### src/rtl/tmr_vote_ctrl_pkg.sv
// -----------------------------------------------------------------------------
// tmr_vote_ctrl_pkg
// Shared definitions for the TMR vote controller.
//   state_t     : controller FSM encoding (IDLE / VOTE / OUT)
//   CH_A..CH_C  : channel index constants; bit i of fault_mask maps to channel i
//   n_healthy() : number of unmasked channels in a 3-bit fault mask
// -----------------------------------------------------------------------------
package tmr_vote_ctrl_pkg;

  typedef enum logic [1:0] {
    ST_IDLE = 2'd0,
    ST_VOTE = 2'd1,
    ST_OUT  = 2'd2
  } state_t;

  localparam int CH_A = 0;
  localparam int CH_B = 1;
  localparam int CH_C = 2;

  // Counts the zero bits of the mask (a zero bit is a healthy channel).
  function automatic logic [1:0] n_healthy(input logic [2:0] i_mask);
    return 2'(!i_mask[0]) + 2'(!i_mask[1]) + 2'(!i_mask[2]);
  endfunction

endpackage

### src/rtl/tmr_vote_ctrl_maj3_vec.sv
// -----------------------------------------------------------------------------
// maj3_vec
// Purely combinational bitwise 2-of-3 majority over three WIDTH-bit words.
//   i_a, i_b, i_c : input words
//   o_maj         : per-bit majority (a&b)|(b&c)|(a&c)
// -----------------------------------------------------------------------------
module maj3_vec #(
  parameter int WIDTH = 8
) (
  input  logic [WIDTH-1:0] i_a,
  input  logic [WIDTH-1:0] i_b,
  input  logic [WIDTH-1:0] i_c,
  output logic [WIDTH-1:0] o_maj
);

  assign o_maj = (i_a & i_b) | (i_b & i_c) | (i_a & i_c);

endmodule

### src/rtl/tmr_vote_ctrl.sv
// -----------------------------------------------------------------------------
// tmr_vote_ctrl
// Sequencing controller for a TMR vote path. Captures three redundant channel
// words, votes them (registered), returns the result over a valid/ready
// handshake and retires channels that disagree FAULT_LIMIT times in a row.
//   clk, rst            : clock, synchronous active-high reset
//   in_valid / in_ready : input handshake (accepted only in IDLE)
//   ch_a, ch_b, ch_c    : redundant channel words
//   out_valid/out_ready : result handshake
//   out_data, out_err   : voted word, set err when no two-channel agreement
//   fault_mask          : {c,b,a}, set bit = channel retired
//   clr_fault           : clears fault_mask and all mismatch counters
// -----------------------------------------------------------------------------
module tmr_vote_ctrl
  import tmr_vote_ctrl_pkg::*;
#(
  parameter int WIDTH       = 8,
  parameter int FAULT_LIMIT = 3,
  parameter int CNT_W       = 4
) (
  input  logic             clk,
  input  logic             rst,
  input  logic             in_valid,
  output logic             in_ready,
  input  logic [WIDTH-1:0] ch_a,
  input  logic [WIDTH-1:0] ch_b,
  input  logic [WIDTH-1:0] ch_c,
  output logic             out_valid,
  input  logic             out_ready,
  output logic [WIDTH-1:0] out_data,
  output logic             out_err,
  output logic [2:0]       fault_mask,
  input  logic             clr_fault
);

  localparam logic [CNT_W-1:0] LIMIT = CNT_W'(FAULT_LIMIT);

  state_t             r_state;
  state_t             w_state_nxt;
  logic [WIDTH-1:0]   r_word [3];
  logic [WIDTH-1:0]   r_out_data;
  logic               r_out_err;
  logic [2:0]         r_mask;
  logic [CNT_W-1:0]   r_cnt [3];

  logic [WIDTH-1:0]   w_maj;
  logic [WIDTH-1:0]   w_lo;
  logic [WIDTH-1:0]   w_hi;
  logic [WIDTH-1:0]   w_vote_data;
  logic               w_vote_err;
  logic [2:0]         w_mask_nxt;
  logic [CNT_W-1:0]   w_cnt_nxt [3];

  // ---------------------------------------------------------------------------
  // FSM
  // ---------------------------------------------------------------------------
  // NOTE: sequential state uses non-blocking assignments so every register
  // samples the pre-edge values regardless of statement order.
  always_ff @(posedge clk) begin
    if (rst) r_state <= ST_IDLE;
    else     r_state <= w_state_nxt;
  end

  // NOTE: the default assignment first keeps this block free of latches.
  always_comb begin
    w_state_nxt = r_state;
    unique case (r_state)
      ST_IDLE: if (in_valid)  w_state_nxt = ST_VOTE;
      ST_VOTE:                w_state_nxt = ST_OUT;
      ST_OUT:  if (out_ready) w_state_nxt = ST_IDLE;
      default:                w_state_nxt = ST_IDLE;
    endcase
  end

  // ---------------------------------------------------------------------------
  // Vote datapath
  // ---------------------------------------------------------------------------
  maj3_vec #(.WIDTH(WIDTH)) u_maj (
    .i_a   (r_word[CH_A]),
    .i_b   (r_word[CH_B]),
    .i_c   (r_word[CH_C]),
    .o_maj (w_maj)
  );

  // w_lo / w_hi are the lowest- and highest-index healthy words. With two
  // healthy channels they are the two voters; with one they coincide.
  always_comb begin
    w_lo        = '0;
    w_hi        = '0;
    w_vote_data = r_word[CH_A];
    w_vote_err  = 1'b1;
    for (int i = 2; i >= 0; i--) if (!r_mask[i]) w_lo = r_word[i];
    for (int i = 0; i <= 2; i++) if (!r_mask[i]) w_hi = r_word[i];
    case (n_healthy(r_mask))
      2'd3: begin w_vote_data = w_maj; w_vote_err = 1'b0;          end
      2'd2: begin w_vote_data = w_lo;  w_vote_err = (w_lo != w_hi); end
      2'd1: begin w_vote_data = w_lo;  w_vote_err = 1'b1;          end
      default: ;
    endcase
  end

  // Healthy channels count consecutive mismatches against the voted word;
  // reaching the limit retires the channel, after which its counter freezes.
  always_comb begin
    w_mask_nxt = r_mask;
    for (int i = 0; i <= 2; i++) begin
      w_cnt_nxt[i] = r_cnt[i];
      if (!r_mask[i]) begin
        if (r_word[i] == w_vote_data)  w_cnt_nxt[i] = '0;
        else if (r_cnt[i] < LIMIT)     w_cnt_nxt[i] = r_cnt[i] + 1'b1;
        if (w_cnt_nxt[i] == LIMIT)     w_mask_nxt[i] = 1'b1;
      end
    end
  end

  always_ff @(posedge clk) begin
    if (rst) begin
      r_word     <= '{default: '0};
      r_out_data <= '0;
      r_out_err  <= 1'b0;
      r_mask     <= '0;
      r_cnt      <= '{default: '0};
    end else begin
      if (r_state == ST_IDLE && in_valid) begin
        r_word[CH_A] <= ch_a;
        r_word[CH_B] <= ch_b;
        r_word[CH_C] <= ch_c;
      end
      // The result uses the pre-clear mask even if clr_fault coincides.
      if (r_state == ST_VOTE) begin
        r_out_data <= w_vote_data;
        r_out_err  <= w_vote_err;
      end
      if (clr_fault) begin
        r_mask <= '0;
        r_cnt  <= '{default: '0};
      end else if (r_state == ST_VOTE) begin
        r_mask <= w_mask_nxt;
        r_cnt  <= w_cnt_nxt;
      end
    end
  end

  // in_ready is forced low combinationally while reset is held.
  assign in_ready   = (r_state == ST_IDLE) && !rst;
  assign out_valid  = (r_state == ST_OUT);
  assign out_data   = r_out_data;
  assign out_err    = r_out_err;
  assign fault_mask = r_mask;

endmodule

### config.mk
export PLATFORM = sky130hd
export DESIGN_NAME = tmr_vote_ctrl
export DESIGN_NICKNAME = d
export VERILOG_FILES = /design/src/rtl/tmr_vote_ctrl_pkg.sv /design/src/rtl/tmr_vote_ctrl_maj3_vec.sv /design/src/rtl/tmr_vote_ctrl.sv
export SDC_FILE = /design/constraint.sdc
export NUM_CORES = 1
export LEC_CHECK = 0
export CELL_PAD_IN_SITES_DETAIL_PLACEMENT = 1
export CELL_PAD_IN_SITES_GLOBAL_PLACEMENT = 1
export CORE_MARGIN = 2
export CORE_UTILIZATION = 40
export DETAILED_ROUTE_END_ITERATION = 12
export PLACE_DENSITY = 0.75
export RECOVER_POWER = 100
export SYNTH_ARGS = -nofsm -noshare
export SYNTH_HDL_FRONTEND = slang
export SYNTH_SLANG_ARGS = --single-unit
### constraint.sdc
create_clock -name clk -period 5.7 [get_ports clk]
set_clock_uncertainty 0.15 [all_clocks]
set_input_delay 1.71 -clock clk [delete_from_list [all_inputs] [get_ports clk]]
set_output_delay 1.71 -clock clk [all_outputs]
set_load 0.02 [all_outputs]
# ---- Word level (Yosys, flattened, before mapping)
# Cells that the tools add are included.
dict set report totals {
  latch_bits 0
  rom_bits 0
  register_bits 50
  memories 0
  mem_bits_rw 0
  in_bits 29
}
dict set report classes {
  n_div 0
  add_sub_neg 5
  order_cmp 3
  n_eq_ne 14
  reduce_logical 13
  multipliers 0
  shifts 0
  n_bitwise 8
  muxes 26
}
# cell count
set ops {}
lappend ops {{8-bit 2-to-1 mux} 6}
lappend ops {{4-bit 2-to-1 mux} 9}
lappend ops {{8-bit bitwise AND} 3}
lappend ops {{8-bit == test} 3}
lappend ops {{8-bit bitwise OR} 2}
lappend ops {{8-bit case mux with 2 select lines} 1}
lappend ops {{4-bit by 1-bit adder with 4-bit output, second input constant} 3}
lappend ops {{4-bit by 2-bit == test with 1-bit output, second input constant} 3}
lappend ops {{4-bit by 2-bit < comparator with 1-bit output, second input constant} 3}
lappend ops {{8-bit != test} 1}
lappend ops {{2-bit AND reduction} 4}
lappend ops {{2-bit == test, second input constant} 3}
lappend ops {{1-bit 2-to-1 mux} 6}
lappend ops {{2-bit case mux with 3 select lines} 1}
lappend ops {{2-bit by 1-bit == test with 1-bit output, second input constant} 2}
lappend ops {{1-bit zero test} 4}
lappend ops {{2-bit 2-to-1 mux} 2}
lappend ops {{2-bit OR reduction} 2}
lappend ops {{1-bit NOT} 3}
lappend ops {{1-bit by 1-bit adder with 2-bit output} 1}
lappend ops {{2-bit by 1-bit adder with 2-bit output} 1}
lappend ops {{1-bit logical AND} 2}
lappend ops {{2-bit zero test} 1}
lappend ops {{2-bit by 1-bit != test with 1-bit output, second input constant} 1}
lappend ops {{2 further kinds} 2}

# ---- Depth between registers and ports, before layout
dict set report logic_depth {
  ltp_word 12
  mapped_depth 15
}

# ---- Modules after synthesis
# From an unflattened synthesis, not the netlist that was laid out.
dict set report unflattened {
  cells_unflattened 530
  hier_area_um2 3977.6
}
# module instances cells_each area_each_um2
set by_module_without_submodules {}
lappend by_module_without_submodules {tmr_vote_ctrl 1 522 3887.5}
lappend by_module_without_submodules {maj3_vec 1 8 90.1}

# ---- Worst setup path after synthesis
# No wires, ideal clock.
dict set report synth_path {
  path_type {in2out}
  startpoint {input rst}
  endpoint {output in_ready}
  path_slack_ns 1.459
  t_arrival_ns 2.381
  stages 2
  cell_sequence {clkbuf_1 nor3_1}
}
dict set report synth_between {
  elab_chain_cells 2
}
# item line
set synth_lines {}
lappend synth_lines {{start: declaration} tmr_vote_ctrl.sv:22} ;# input logic rst,
lappend synth_lines {{1-bit zero test} tmr_vote_ctrl.sv:145} ;# assign in_ready = (r_state == ST_IDLE) && !rst;
lappend synth_lines {{1-bit logical AND} tmr_vote_ctrl.sv:145}
lappend synth_lines {{end: declaration} tmr_vote_ctrl.sv:24} ;# output logic in_ready,
# No other way between the ends.

# ---- Final worst setup path
dict set report layout_path {
  startpoint {register r_mask[2] (netlist: fault_mask[2])}
  endpoint {register r_cnt[2] (netlist bit)}
}
dict set report layout_between {
  elab_chain_cells 8
}
# item line
set layout_lines {}
lappend layout_lines {{start: declaration} tmr_vote_ctrl.sv:43} ;# logic [2:0] r_mask;
lappend layout_lines {{start signal: assignment} tmr_vote_ctrl.sv:138} ;# r_mask <= w_mask_nxt;
lappend layout_lines {{1-bit zero test} -}
lappend layout_lines {{2-bit by 1-bit adder with 2-bit output} tmr_vote_ctrl_pkg.sv:22} ;# return 2'(!i_mask[0]) + 2'(!i_mask[1]) + 2'(!i_mask[2]);
lappend layout_lines {{2-bit == test or 2-bit by 1-bit == test with 1-bit output (tied branches)} tmr_vote_ctrl.sv:94} ;# case (n_healthy(r_mask))
lappend layout_lines {{2-bit OR reduction (no line)} -}
lappend layout_lines {{8-bit case mux with 2 select lines} tmr_vote_ctrl.sv:94}
lappend layout_lines {{8-bit == test} tmr_vote_ctrl.sv:109} ;# if (r_word[i] == w_vote_data) w_cnt_nxt[i] = '0;
lappend layout_lines {{4-bit 2-to-1 mux} tmr_vote_ctrl.sv:109}
lappend layout_lines {{4-bit 2-to-1 mux} tmr_vote_ctrl.sv:108} ;# if (!r_mask[i]) begin
lappend layout_lines {{end signal: assignment} tmr_vote_ctrl.sv:139} ;# r_cnt <= w_cnt_nxt;
lappend layout_lines {{end: declaration} tmr_vote_ctrl.sv:44} ;# logic [CNT_W-1:0] r_cnt [3];
# Several ways; a longest one is shown, not always the timed one. The select of a mux whose other input is x is not followed.
# A chain may end at the register's enable or synchronous reset.

==> run_results.csv <==
group,metric,value,unit
critical_path,slowest_stage,"dfxtp_1",
timing,maxSlewHeadroom,-0.4197,
global_routing,grt_pass1_vias,3977,
pwr,p_per_area,182.9,nW/um^2
timing,setup_tns,0,ns
drt,final_antenna_net_count,0,
synthesis,syn_nets,581,
critical_path,crit_path_start_kind,"flip-flop",
finish,syn_to_final_growth,12.08,%
floorplan,core-area,9639,sq um
clock_network,cts_tree,"done",
global_routing,grt_overflow,0,
clock_network,ctsResizeCount,0,
synthesis,yosys.area_share.adder,0.02940,
synthesis,synth_mux_area_frac,0.02109,
drt,met2_length,6.384,mm
finish,drive_gt1_frac,0.04753,
synthesis,synth.avg_cell_area,7.183,sq um
drt,drt_iter0_markers,279,
hold_path,min_path_type,"flip-flop to flip-flop",
global_routing,grt.total_usage,0.2566,
synthesis,synth-edff-count,0,
clock_network,clock_latency,0.31,ns
pwr,power.total,802.7,uW
clock_network,clock_path_buffers,2,
timing,setup_violations,0,
synthesis,ys_warn_count,0,
critical_path,critPathKind,"flip-flop to flip-flop",
floorplan,dieWidth,102.9,um
floorplan,fp-row-count,36,
floorplan,die-area,10590,sq um
placed_design,dpl.hpwl,9.470,mm
critical_path,critPathRequiredTime,5.76,ns
floorplan,die_y,102.9,um
drt,vias_per_cell,6.093,
critical_path,worstPathCellList,"inv_1 -> fa_1 -> inv_1 -> ha_1 -> o21bai_1 -> a31oi_1 -> mux2i_1 -> a311o_1 -> o31a_1 -> or4_1 -> and3_1",
critical_path,crit_fanout,20,
synthesis,synthSimpleGateAreaFrac,0.2701,
placed_design,io_buffer_count,42,
clock_network,cts_setup_buffers,0,
timing,finalCriticalPeriod,5.107,ns
critical_path,cp.arrival,5.17,ns
clock_network,htreeDepth,2,
drt,wl_met1,6.039,mm
synthesis,synth_seq_cells,50,
global_routing,antenna_found_initial,0,
finish,regArea,1001,sq um
critical_path,crit_top_cell,"inv_1",
placed_design,gp_congestion,0.8871,
finish,fillers,1267,
drt,avgRoutedWirePerCell,19.54,um
timing,tightest_slew,2.130,ns
timing,min_period_over_period,0.8960,
synthesis,synthCells,545,
clock_network,cts_root_buffer,"clkbuf_8",
timing,hold_viol_final,0,
synthesis,syn_area,3915,sq um
drt,route.top_layer_used,"met4",
drt,drc,0,
clock_network,hold_buffers,0,
synthesis,synth_top_family_by_area,"compound AO/OA/AOI/OAI gates",
floorplan,ios,43,
run,maxCapViolCount,2,
drt,wl_met3,420,um
timing,rsz0062_at_grt,"false",
timing,finalMaxSlewViolations,85,
synthesis,synth-main-ff-cell,"dfxtp_1",
critical_path,max_stage_delay,0.81,ns
synthesis,synthDistinctLibCells,72,
drt,dr.pass1.iters,5,
timing,fmax,195.8,MHz
synthesis,synth_xor_area_frac,0.02685,
status,violations,"max-capacitance violations, max-slew violations",
finish,layout.nets,584,
pwr,ir_worst_vdd,0.00009141,V
global_routing,grt_max_degree,47,
synthesis,synth_compound_area_frac,0.3279,
pwr,leakage,0.001556,uW
clock_network,clk_pin_slew,0.09,ns
clock_network,cts_buffers,5,
synthesis,async_flop_share,0,
global_routing,grt_pass1_wl,21.17,mm
synthesis,seq_area_frac_synth,0.2557,
drt,drt-total-wl,13.29,mm
finish,multiInputGateArea,2620,sq um
clock_network,cts_sinks,50,
drt,dr_total_vias,4143,
status,outcome,"finished with violations",
critical_path,end_kind,"flip-flop",
floorplan,initial_core_util,0.4062,
finish,n_antenna_cell,0,
==> cell families (layout without fill, tap and decap cells) <==
| kind of cell | after synthesis | after routing |
|---|---|---|
| xor gates and xnor gates | 12 | 12 |
| buffers and inverters | 66 | 68 |
| and+or+nand+nor | 211 | 211 |
| AOI/OAI and AO/OA | 189 | 189 |
| muxes | 8 | 8 |
| DFF | 50 | 50 |
| adders and majority gates | 9 | 9 |
==> critical path, delay by kind of cell (launching register included) <==
family / cells / cell delay, ns
muxes: 1 / 0.16
AOI/OAI and AO/OA: 4 / 1.46
adders and majority gates: 2 / 1.18
DFF: 1 / 0.81
buffers and inverters: 2 / 0.47
and+or+nand+nor: 2 / 0.76
==> synthesized netlist by cell type (5+ instances only) <==
cell type / instances / area share
a22oi_1: 5 / 0.0096
nand2b_1: 13 / 0.021
nor2_1: 31 / 0.030
nand3b_1: 10 / 0.019
a21oi_1: 57 / 0.073
buf_1: 5 / 0.0048
nand2_1: 84 / 0.081
inv_1: 9 / 0.0086
clkbuf_1: 40 / 0.038
ha_1: 6 / 0.019
o21ai_0: 33 / 0.042
a221o_1: 8 / 0.020
o211ai_1: 5 / 0.0096
a31oi_1: 15 / 0.024
o221ai_1: 9 / 0.020
nor2b_1: 13 / 0.021
xnor2_1: 11 / 0.025
a211oi_1: 6 / 0.012
buf_2: 6 / 0.0077
o22ai_1: 5 / 0.0080
and2_1: 5 / 0.0080
nand3_1: 13 / 0.017
mux2i_1: 6 / 0.015
nor3_1: 14 / 0.018
dfxtp_1: 50 / 0.26
==> worst paths after layout <==
kind	depth (start not counted)	startpoint	slack, ns	end
setup / recovery	11	fault_mask[2]$_SDFFE_PP0N_	0.59	r_cnt[2]$_SDFFE_PP0P_
hold reg to reg	1	r_cnt[6]$_SDFFE_PP0P_	0.33	r_cnt[6]$_SDFFE_PP0P_
hold / removal	1	r_cnt[6]$_SDFFE_PP0P_	0.33	r_cnt[6]$_SDFFE_PP0P_
setup reg to reg	11	fault_mask[2]$_SDFFE_PP0N_	0.59	r_cnt[2]$_SDFFE_PP0P_
==> metrics by stage <==
stage	cell area [sq um]	instances	util	setup WS, ns	hold slack, ns
2_1_floorplan	3915	545	-	1.459	0.2863
3_3_place_gp	4337	674	0.4499	0.7841	0.2982
3_5_place_dp	4337	674	0.4499	0.7918	0.3131
4_1_cts	4419	680	0.4585	0.7834	0.3277
5_1_grt	4388	680	0.4552	0.3973	0.3498
6_report	4388	680	0.4552	0.5929	0.3308
==> state kept, by name, indices dropped and copies added, names as in the netlist <==
| name | cells |
|---|---|
| r_state | 2 |
| r_word | 24 |
| out_err | 1 |
| fault_mask | 3 |
| out_data | 8 |
| r_cnt | 12 |
==> cells in the final DEF, fill, tap and decap left out, drive strengths merged, types with 7 or more instances in the layout <==
master	count
a211oi	7
nor2b	13
clkbuf	8
a21oi	57
nand2b	14
nor2	31
xnor2	11
nand3b	12
nand2	84
nor3	14
inv	12
o21ai	35
dfxtp	50
o221ai	9
nand3	13
dlygate4sd3	14
a31oi	18
a221o	8
clkdlybuf4s50	28
==> per-layer routing <==
layer,up-vias,global-route usage
met5,-,0
met3,26,0.03186
met2,101,0.4241
met1,2020,0.3387
met4,0,0.1043
li1,1996,-
==> area by class of cell <==
cell class              count  area share
flip-flops and latches     50      0.2281
inverters                  12     0.01027
repair buffers             50      0.1078
clock buffers               6     0.01882
well taps                 133     0.03792
multi-input cells         429      0.5971
==> where the power goes <==
group          internal (uW)  switching (uW)
clock                   94.0             120
sequential               364            46.2
combinational           82.0            97.0
total                    540             263
(Power assumes the default switching activity.)
